## src/rtl/mc_pkg.sv

```systemverilog
// rtl/mc_pkg.sv - shared states, instruction field positions and reset values for the multicycle sequencer
package mc_pkg;

    typedef enum logic [1:0] {
        ST_IDLE = 2'd0,
        ST_EXEC = 2'd1,
        ST_MEM  = 2'd2,
        ST_DONE = 2'd3
    } mc_state_e;

    // Instruction word layout: {marker, opcode[7:0]}; opcode[3] = memory step, opcode[2:0] = last step.
    localparam int MC_MARK_BIT = 8;
    localparam int MC_MEM_BIT  = 3;
    localparam int MC_LAST_LSB = 0;
    localparam int MC_LAST_W   = 3;

    localparam logic [7:0] MC_OPCODE_RST = 8'h00;

endpackage

```

## src/rtl/multicycle_sequencer_if.sv

```systemverilog
// rtl/multicycle_sequencer_if.sv - fetch/decode/memory signal bundle for the multicycle sequencer
// master: fetch + memory side (drives instr_valid, instr, mem_ready)
// slave : sequencer (drives multicycle_flag, mc_opcode, step, stall, mem_req, busy, done[, wdog_err])
// wdog_err exists only when MULTICYCLE_WATCHDOG_EN is defined.
interface multicycle_sequencer_if #(
    parameter int STEP_W = 3
);
    logic              instr_valid;
    logic [8:0]        instr;
    logic              mem_ready;
    logic              multicycle_flag;
    logic [7:0]        mc_opcode;
    logic [STEP_W-1:0] step;
    logic              stall;
    logic              mem_req;
    logic              busy;
    logic              done;
`ifdef MULTICYCLE_WATCHDOG_EN
    logic              wdog_err;

    modport master (output instr_valid, instr, mem_ready,
                    input  multicycle_flag, mc_opcode, step, stall, mem_req, busy, done, wdog_err);
    modport slave  (input  instr_valid, instr, mem_ready,
                    output multicycle_flag, mc_opcode, step, stall, mem_req, busy, done, wdog_err);
`else
    modport master (output instr_valid, instr, mem_ready,
                    input  multicycle_flag, mc_opcode, step, stall, mem_req, busy, done);
    modport slave  (input  instr_valid, instr, mem_ready,
                    output multicycle_flag, mc_opcode, step, stall, mem_req, busy, done);
`endif
endinterface

```

## src/rtl/mc_watchdog.sv

```systemverilog
// rtl/mc_watchdog.sv - memory-wait cycle counter with clear, enable and limit compare
// clk, rst_n : clock, asynchronous active-low reset
// clr_i      : force count to zero
// en_i       : count one cycle
// hit_o      : current cycle is the LIMIT-th counted cycle
module mc_watchdog #(
    parameter int LIMIT = 15
) (
    input  logic clk,
    input  logic rst_n,
    input  logic clr_i,
    input  logic en_i,
    output logic hit_o
);
    localparam int CNT_W = $clog2(LIMIT + 1);

    logic [CNT_W-1:0] cnt_q, cnt_d;

    always_comb begin
        cnt_d = cnt_q;
        if (clr_i) begin
            cnt_d = '0;
        end else if (en_i && !hit_o) begin
            cnt_d = cnt_q + 1'b1;
        end
    end

    always_ff @(posedge clk or negedge rst_n) begin
        if (!rst_n) begin
            cnt_q <= '0;
        end else begin
            cnt_q <= cnt_d;
        end
    end

    // Count starts at 0 on the first waiting cycle, so LIMIT-1 marks the LIMIT-th cycle.
    assign hit_o = (cnt_q == CNT_W'(LIMIT - 1));

endmodule

```

## src/rtl/multicycle_sequencer.sv

```systemverilog
// rtl/multicycle_sequencer.sv - latches a multicycle instruction, walks its steps, stalls fetch, pulses done
// clk, rst_n : clock, asynchronous active-low reset
// bus        : multicycle_sequencer_if slave (instr_valid/instr/mem_ready in; decode, step, stall, mem_req, busy, done out)
// Optional MULTICYCLE_WATCHDOG_EN: bounds the memory wait to WDOG_LIMIT cycles and adds sticky bus.wdog_err.
module multicycle_sequencer
    import mc_pkg::*;
#(
    parameter int STEP_W     = 3
`ifdef MULTICYCLE_WATCHDOG_EN
  , parameter int WDOG_LIMIT = 15
`endif
) (
    input  logic                  clk,
    input  logic                  rst_n,
    multicycle_sequencer_if.slave bus
);
    mc_state_e         state_q, state_d;
    logic [7:0]        opcode_q, opcode_d;
    logic [STEP_W-1:0] step_q, step_d;
    logic [STEP_W-1:0] last_q, last_d;
    logic              wdog_trip;

`ifdef MULTICYCLE_WATCHDOG_EN
    logic wdog_hit;
    logic wdog_err_q;

    mc_watchdog #(.LIMIT(WDOG_LIMIT)) u_wdog (
        .clk   (clk),
        .rst_n (rst_n),
        .clr_i (state_q != ST_MEM),
        .en_i  (state_q == ST_MEM),
        .hit_o (wdog_hit)
    );

    // A ready on the limit cycle still counts as a normal completion.
    assign wdog_trip = (state_q == ST_MEM) && !bus.mem_ready && wdog_hit;

    always_ff @(posedge clk or negedge rst_n) begin
        if (!rst_n) begin
            wdog_err_q <= 1'b0;
        end else if (wdog_trip) begin
            wdog_err_q <= 1'b1;
        end
    end

    assign bus.wdog_err = wdog_err_q;
`else
    assign wdog_trip = 1'b0;
`endif

    always_comb begin
        state_d  = state_q;
        opcode_d = opcode_q;
        step_d   = step_q;
        last_d   = last_q;
        case (state_q)
            ST_IDLE: begin
                if (bus.instr_valid && bus.instr[MC_MARK_BIT]) begin
                    opcode_d = bus.instr[7:0];
                    last_d   = STEP_W'(bus.instr[MC_LAST_LSB +: MC_LAST_W]);
                    step_d   = '0;
                    state_d  = ST_EXEC;
                end
            end
            ST_EXEC: begin
                if (step_q != last_q) begin
                    step_d = step_q + 1'b1;
                end else begin
                    state_d = opcode_q[MC_MEM_BIT] ? ST_MEM : ST_DONE;
                end
            end
            ST_MEM: begin
                if (bus.mem_ready || wdog_trip) begin
                    state_d = ST_DONE;
                end
            end
            // The instruction still held by fetch here is the one just retired.
            ST_DONE: state_d = ST_IDLE;
            default: state_d = ST_IDLE;
        endcase
    end

    always_ff @(posedge clk or negedge rst_n) begin
        if (!rst_n) begin
            state_q  <= ST_IDLE;
            opcode_q <= MC_OPCODE_RST;
            step_q   <= '0;
            last_q   <= '0;
        end else begin
            state_q  <= state_d;
            opcode_q <= opcode_d;
            step_q   <= step_d;
            last_q   <= last_d;
        end
    end

    assign bus.mc_opcode       = opcode_q;
    assign bus.step            = step_q;
    assign bus.stall           = (state_q == ST_EXEC) || (state_q == ST_MEM);
    assign bus.multicycle_flag = (state_q != ST_IDLE);
    assign bus.busy            = (state_q != ST_IDLE);
    assign bus.mem_req         = (state_q == ST_MEM);
    assign bus.done            = (state_q == ST_DONE);

endmodule

```

## src/flat_wrapper.sv

```systemverilog
// flat-port wrapper written by rule: the top's interface ports become plain ports
module multicycle_sequencer_flat import mc_pkg::*;
#(
    parameter int STEP_W     = 3

)
  (clk, rst_n, bus_instr_valid, bus_instr, bus_mem_ready, bus_multicycle_flag, bus_mc_opcode, bus_step, bus_stall, bus_mem_req, bus_busy, bus_done);
  multicycle_sequencer_if #(.STEP_W(STEP_W)) bus_i ();
  input  logic clk;
  input  logic rst_n;
  input wire logic [$bits(bus_i.instr_valid)-1:0] bus_instr_valid;
  input wire logic [$bits(bus_i.instr)-1:0] bus_instr;
  input wire logic [$bits(bus_i.mem_ready)-1:0] bus_mem_ready;
  output wire logic [$bits(bus_i.multicycle_flag)-1:0] bus_multicycle_flag;
  output wire logic [$bits(bus_i.mc_opcode)-1:0] bus_mc_opcode;
  output wire logic [$bits(bus_i.step)-1:0] bus_step;
  output wire logic [$bits(bus_i.stall)-1:0] bus_stall;
  output wire logic [$bits(bus_i.mem_req)-1:0] bus_mem_req;
  output wire logic [$bits(bus_i.busy)-1:0] bus_busy;
  output wire logic [$bits(bus_i.done)-1:0] bus_done;
  assign bus_i.instr_valid = bus_instr_valid;
  assign bus_i.instr = bus_instr;
  assign bus_i.mem_ready = bus_mem_ready;
  assign bus_multicycle_flag = bus_i.multicycle_flag;
  assign bus_mc_opcode = bus_i.mc_opcode;
  assign bus_step = bus_i.step;
  assign bus_stall = bus_i.stall;
  assign bus_mem_req = bus_i.mem_req;
  assign bus_busy = bus_i.busy;
  assign bus_done = bus_i.done;
  multicycle_sequencer #(.STEP_W(STEP_W)) u_core (.clk(clk), .rst_n(rst_n), .bus(bus_i));
endmodule
```

## config.mk

```make
export PLATFORM = sky130hd
export DESIGN_NAME = multicycle_sequencer_flat
export DESIGN_NICKNAME = d
export VERILOG_FILES = /design/src/rtl/mc_pkg.sv /design/src/rtl/multicycle_sequencer_if.sv /design/src/rtl/mc_watchdog.sv /design/src/rtl/multicycle_sequencer.sv /design/src/flat_wrapper.sv
export SDC_FILE = /design/constraint.sdc
export NUM_CORES = 1
export LEC_CHECK = 0
export ABC_AREA = 1
export CORE_ASPECT_RATIO = 0.8
export CORE_UTILIZATION = 25
export CTS_CLUSTER_SIZE = 10
export DETAILED_ROUTE_END_ITERATION = 8
export PLACE_DENSITY_LB_ADDON = 0.12
export SYNTH_ARGS = -nofsm -noshare
export SYNTH_HDL_FRONTEND = slang
export SYNTH_SLANG_ARGS = --single-unit
```

## constraint.sdc

```tcl
create_clock -name clk -period 1.4 [get_ports clk]
set_input_delay 0.14 -clock clk [delete_from_list [all_inputs] [get_ports clk]]
set_output_delay 0.14 -clock clk [all_outputs]
set_load 0.05 [all_outputs]
```

# Word-level counts from Yosys, hierarchy flattened
# Index checks and enable logic that the tools add are counted.
# word_totals
regBits	16
input_bits	13
output_inout_bits	16
word_cells	29
# classes
n_addsub	1
n_eq_ne	8
n_mux	8
n_reduce_logical	8
# ops
operator	count
one-hot mux 2 bit (4 select lines)	1
two-way mux 2 bit	3
two-way mux 3 bit	2
one-hot mux 3 bit (2 select lines)	1
AND reduction 3 bit	2
== test 2 bit, second input constant	2
!= test 2 x 1 -> 1 bit, second input constant	2
!= test 2 bit, second input constant	2
nonzero test 2 bit	2
adder 3 x 1 -> 3 bit, second input constant	1
!= test 3 bit	1
== test 2 x 1 -> 1 bit, second input constant	1
logical NOT 2 bit	1
AND reduction 2 bit	1
logical AND 1 bit	1
logical OR 1 bit	1
two-way mux 1 bit	1

# Logic depth before layout (Yosys ltp)
# logic_depth
ltp_word	3
ltp_mapped	8
depth_no_buf	8

# Worst setup path before layout
# Ideal clock, no wire load.
# synth_path
path_kind	reg-to-reg
startpoint	reg u_core.state_q[0]
endpoint	reg u_core.step_q[0], in the netlist u_core.bus.step[0]
setup_ns	0.066
t_arrival_ns	1.470
t_required_ns	1.334
slack_ns	-0.136
path_stages_with_launch	8
path_buffers	0
synth_period_minus_slack_ns	1.536
path_cell_list	dfrtp_1 > inv_1 > ha_1 > inv_1 > nand2_1 > nand3_2 > nand2_1 > nand2_1
# synth_via
elab_chain_len	3
elab_cells_between_ends	7
cone_classes	3 x eq/ne; 1 x mux; 3 x reduce/logical
# synth_lines
item	line_no	text
start, declared	multicycle_sequencer.sv:17	mc_state_e state_q, state_d;
start signal, assigned	multicycle_sequencer.sv:90	state_q <= state_d;
== test 2 x 1 -> 1 bit / logical NOT 2 bit (equally long branches)	multicycle_sequencer.sv:56	case (state_q)
!= test 2 x 1 -> 1 bit (no source line) / nonzero test 2 bit (equally long branches)	n/a	
AND reduction 3 bit (no source line)	n/a	
end signal, assigned	multicycle_sequencer.sv:92	step_q <= step_d;
end, declared	multicycle_sequencer.sv:19	logic [STEP_W-1:0] step_q, step_d;
# Parallel ways exist; a longest one is shown, timed or not.
# A chain may end at the register's enable or synchronous reset.

# Final worst setup path
# layout_path
startpoint	reg u_core.state_q[0]
endpoint	out bus_mem_req
# layout_via
elab_chain_len	1
# layout_lines
item	line_no	text
== test 2 bit	multicycle_sequencer.sv:102	assign bus.mem_req = (state_q == ST_MEM);
end, declared	flat_wrapper.sv:18	output wire logic [$bits(bus_i.mem_req)-1:0] bus_mem_req;
# Every way passes these cells.

==> run_results.csv <==
group,metric,value,unit
sta,rsz0062_at_grt,"true",
placed_design,portBuffers,28,
detailed_routing,wl_met3,92,um
logic_synthesis,yosysSeqAreaShare,0.436,
finish,drive_gt1_frac,0.367,
sta,final.period_utilization,0.974,
detailed_routing,maxUsedRoutingLayer,"met4",
finish,nNetsFinal,139,
detailed_routing,met2_length,805,um
setup_path,r2r_slack,70,ps
die,dieArea,3210,um^2
clock_tree,cts_root_buf,"clkbuf_8",
detailed_routing,drt_iter0_drc,32,
finish,antennaDiodeCount,0,
detailed_routing,via_count,656,
setup_path,endpoint_kind,"output pin",
sta,finalWorstSetupSlack,36.6,ps
clock_tree,cts-buffers-inserted,3,
clock_tree,cts_tree,"done",
clock_tree,clock_latency,240,ps
global_routing,grt_start_max_net_pins,14,
logic_synthesis,yosys_warnings,0,
outcome,outcome,"completed",
global_routing,grt_pass1_vias,644,
sta,skew,0.912,ps
global_routing,overflow,0,
sta,tightest_slew,589,ps
clock_tree,cts.sinks,13,
global_routing,grt_antenna_before_repair,0,
placed_design,place_inst,151,
job,cap_violations,0,
die,start_util,0.268,
sta,post-route-min-period,1360,ps
finish,regArea,325,um^2
detailed_routing,viasPerCell,4.15,
clock_tree,clk_pin_slew,50,ps
logic_synthesis,synthesis.instances,81,
logic_synthesis,yosys.area.top_type,"dfrtp_1",
detailed_routing,ant_nets,0,
detailed_routing,wl_per_cell,10.5,um
placed_design,dpl.hpwl,1300,um
die,die_h,50.9,um
detailed_routing,wl_met1,743,um
logic_synthesis,syn-cell-area,746,um^2
clock_tree,h-tree-depth,1,
die,num_io_pins,29,
placed_design,dp_slack,21.8,ps
placed_design,routabilityCongestion,0.832,
sta,relSlewSlack,0.606,
logic_synthesis,synth_cell_types,18,
die,die_x,63.1,um
logic_synthesis,syn_nets,99,
clock_tree,cts_buffer_depth,2,
setup_path,start_kind,"flop",
min_path,hold_class,"input pin to asynchronous set/reset pin",
setup_path,cp_data_arrival_time,1220,ps
global_routing,grt_use_total,0.117,
clock_tree,holdBufCountCts,0,
detailed_routing,first_pass_iters,4,
finish,num-fill-cells,256,
setup_path,path_class,"flop to output pin",
global_routing,grt_pass1_wl,2820,um
sta,setup_viol,0,
finish,multi_input_area,397,um^2
finish,syn2layout_area_growth,77.7,%
setup_path,worst_ep_required_time,1260,ps
detailed_routing,drc,0,
finish,final_cells,158,
logic_synthesis,avgSynthCellArea,9.21,um^2
sta,drv_slew,0,
setup_path,path_max_fanout,2,
logic_synthesis,synth_top_area_share,0.436,
die,coreArea,2790,um^2
detailed_routing,routed_wl,1660,um
sta,hold_viol_final,0,
sta,fmax,733,MHz
logic_synthesis,synth_area_leaders,"dfrtp_1, nand2_1, ha_1, mux2_4, inv_1",
die,placementRows,17,
logic_synthesis,synth.ff_latch_count,13,
[layout make-up]
class,instances,share of cell area
Timing Repair Buffer,37,0.348
Multi-Input combinational cell,54,0.299
Sequential cell,13,0.246
Inverter,12,0.0368
Tap cell,38,0.0359
Clock buffer,4,0.0340
[per-layer routing]
metal / GRT usage / vias to the layer above
met3: 0.0513 / 2
met4: 0.0465 / 0
li1: - / 337
met2: 0.172 / 14
met5: 0 / -
met1: 0.150 / 303
[Yosys cell counts]
master,count
a21oi_1,3
buf_4,1
buf_6,1
dfrtp_1,13
ha_1,5
inv_1,12
mux2_2,1
mux2_4,4
nand2_1,20
nand2_2,2
nand3_1,4
nand3_2,2
nand4_1,3
nand4_2,1
nor2_1,5
o211ai_1,1
o21ai_0,1
xnor2_1,2
[cells by family after synthesis]
| kind of cell | after synthesis | share of synthesized area |
|---|---|---|
| multiplexers | 5 | 0.0956 |
| flip-flops | 13 | 0.436 |
| adder cells (fa/ha/maj) | 5 | 0.0839 |
| AND/OR/NAND/NOR | 37 | 0.238 |
| XOR/XNOR | 2 | 0.0235 |
| buffers and inverters | 14 | 0.0856 |
| AO/OA/AOI/OAI | 5 | 0.0369 |
[final timing paths]
path,endpoint,start,depth (start not counted)
setup / recovery,bus_mem_req,u_core.state_q[0],5
min in group clk,u_core.last_q[0],bus_instr[0],3
hold reg to reg,u_core.bus.mc_opcode[6],u_core.bus.mc_opcode[6],1
setup reg to reg,u_core.bus.mc_opcode[4],u_core.state_q[0],4
hold / removal,u_core.bus.step[1],rst_n,1
max in group asynchronous,u_core.last_q[1],rst_n,1
[registers in the layout (all words and copies together) (netlist names)]
name,flops
u_core.bus.mc_opcode,6
u_core.bus.step,3
u_core.last_q,2
u_core.state_q,2
[placed cells by master, fill, tap and decap left out, drive strengths merged]
cell and n:
a21oi 3, buf 25, clkbuf 4, clkdlybuf4s50 12, clkinvlp 1, dfrtp 13
ha 5, inv 11, mux2 5, nand2 22, nand3 6, nand4 4
nor2 5, o211ai 1, o21ai 1, xnor2 2
[metrics by stage]
step	util	TNS, ps	instance area [um^2]	hold WS (ps)
final	0.476	0	1330	273
after global routing	0.476	-120	1330	321
after CTS	0.461	0	1280	295
after detailed placement	0.442	0	1230	503
after global placement	0.442	0	1230	505
after floorplan	-	0	767	-156
[worst max-delay path, cell delays in order, from the launching register on]
cell and delay (ps):
dfrtp_1 360, inv_2 60, buf_4 140, ha_4 150, buf_4 130, buf_12 140
[repair_timing]
item / in CTS / in global routing
pin swaps: 0 / 2
setup endpoints to repair: 2 / 9
buffers inserted: 1 / 2
gates resized for setup: 0 / 4
Power is not shown: default switching activity piles up to over one toggle a cycle in this logic, so the estimate is an artifact.
==> variant, RTL diff (same flow settings) <==
`STEP_W` is set to 3 in 3 places; all go to 6.
--- a/src/rtl/multicycle_sequencer_if.sv
+++ b/src/rtl/multicycle_sequencer_if.sv
@@ -3,7 +3,7 @@
 // slave : sequencer (drives multicycle_flag, mc_opcode, step, stall, mem_req, busy, done[, wdog_err])
 // wdog_err exists only when MULTICYCLE_WATCHDOG_EN is defined.
 interface multicycle_sequencer_if #(
-    parameter int STEP_W = 3
+    parameter int STEP_W = 6
 );
     logic              instr_valid;
     logic [8:0]        instr;
--- a/src/rtl/multicycle_sequencer.sv
+++ b/src/rtl/multicycle_sequencer.sv
@@ -5,7 +5,7 @@
 module multicycle_sequencer
     import mc_pkg::*;
 #(
-    parameter int STEP_W     = 3
+    parameter int STEP_W     = 6
 `ifdef MULTICYCLE_WATCHDOG_EN
   , parameter int WDOG_LIMIT = 15
 `endif
--- a/src/flat_wrapper.sv
+++ b/src/flat_wrapper.sv
@@ -1,7 +1,7 @@
 // flat-port wrapper written by rule: the top's interface ports become plain ports
 module multicycle_sequencer_flat import mc_pkg::*;
 #(
-    parameter int STEP_W     = 3
+    parameter int STEP_W     = 6
 
 )
   (clk, rst_n, bus_instr_valid, bus_instr, bus_mem_ready, bus_multicycle_flag, bus_mc_opcode, bus_step, bus_stall, bus_mem_req, bus_busy, bus_done);
Ports: changed (resized bus_step); port bits go from 29 to 32. No check against the original RTL was run, so the function may have changed too.
==> variant against the original RTL <==
  * The run now ends with setup timing left
  * Sequential share of layout area shrank 1.8 points
  * First-iteration DRC count is 69% higher
  * Core utilization rose by 2.6 points
  * Sequential cell count increased by 3
  * Routed wire length increased by 67%
  * Synthesized area up 28%
  * Cell area increased by 34%
  * Setup slack worse by 0.071 ns
  * Maximum frequency fell by 4.9%
  * Count of clock-buffer cells in the layout did not move
  * Critical path type unchanged
  * Critical endpoint is now bus_multicycle_flag
==> variant: results (changes against the original RTL) <==
- Max reg flops: 8 (+2)
- Worst-path clk slew: 0.07 ns (+0.02 ns)
- Crit path capture: bus_multicycle_flag
- Vias/cell: 4.60 (+11%)
- Final worst-path setup slack: -0.0343 ns (-0.0710 ns)
- Syn avg cell area: 7.90 um^2 (-14%)
- First-pass detailed-route iteration total: 7 (+3)
- Via count: 1,016 (+55%)
- Setup bufs post-CTS: 5 (+4)
- Endpoints failing setup: 2 (+2)
- GR Util met3: 3.53% (-1.6 points)
- RR Endpoint: u_core.bus.mc_opcode[6]
- Port-buffer cells: 31 (+11%)
- Status: finished with violations
- Seq/Total Area, Yosys: 41.9% (-1.7 points)
- Synth top cells by count: 36 x nand2_1, 16 x dfrtp_1, 13 x inv_1, 12 x nor2_1, 7 x nand3_1
- Global-route wire length before repair: 4390 um (+56%)
- GP Congestion: 0.843 (+1.4%)
- Failing checks: setup timing
- Initial antenna violation count: 0 (unchanged)
- DRT Wirelength: 2760 um (+67%)
- Worst EP arrival: 1.29 ns (+0.07 ns)
- DR WL met3: 152 um (+65%)
- Clk power: 366 uW
- CTS Buffer Depth: 2 (unchanged)
- Share of cells above drive strength 1: 41.3% (+4.7 points)
- R2R Setup Slk: 0.02 ns (-0.05 ns)
- Worst Skew: 0.00212 ns (+0.00120 ns)
- DR WL met2: 1340 um (+66%)
- Pre-CTS WS: -0.0670 ns (-0.0888 ns)
- Post-synth cell types: 20 (+2)
- H-tree depth: 1 (unchanged)
- Setup TNS: -0.0685 ns (-0.0685 ns)
- Fillers: 328 (+28%)
- Area contributors post-synth: dfrtp_1 42%, nand2_1 14%, ha_1 6.5%
- Placed insts: 206 (+36%)
- Total track usage: 14.1% (+2.3 points)
- Synth Net Count: 139 (+40%)
- Final HPWL DP: 1890 um (+46%)
- Number of global-route vias before repair: 964 (+50%)
- Post-DP Area: 1570 um^2 (+28%)
- Largest net degree at the start of global routing: 17 (+3)
- Worst slew pin tran: 0.290 ns (-0.299 ns)
- Post-CTS resize count: 2 (+2)
- Met2 usage: 22.5% (+5.3 points)
## variant: changes by cell type in the layout (fill, tap and decap cells not counted), sizes merged, moves of 2 or more
| cell | change |
|---|---|
| a21oi | +2 |
| buf | +19 |
| dfrtp | +3 |
| inv | +3 |
| nand2 | +20 |
| nand3 | +4 |
| nor2 | +9 |
| xnor2 | -2 |
## variant: area by class of cell
class	count	area (um^2)	area share, %
Multi-Input combinational cell	88	572	32.2
Sequential cell	16	404	22.8
Inverter	15	60.1	3.38
Tap cell	42	52.6	2.96
Timing Repair Buffer	56	642	36.2
Clock buffer	4	45.0	2.54
## variant: logic make-up (layout without fill, tap and decap cells)
family	count (synthesis)	in the layout	share of synthesized area [%]
AOI/OAI and AO/OA	8	8	5.11
adders and majority gates	5	5	6.54
buffers and inverters	17	75	7.20
DFF	16	16	41.9
muxes	4	4	4.71
and+or+nand+nor	71	71	34.6
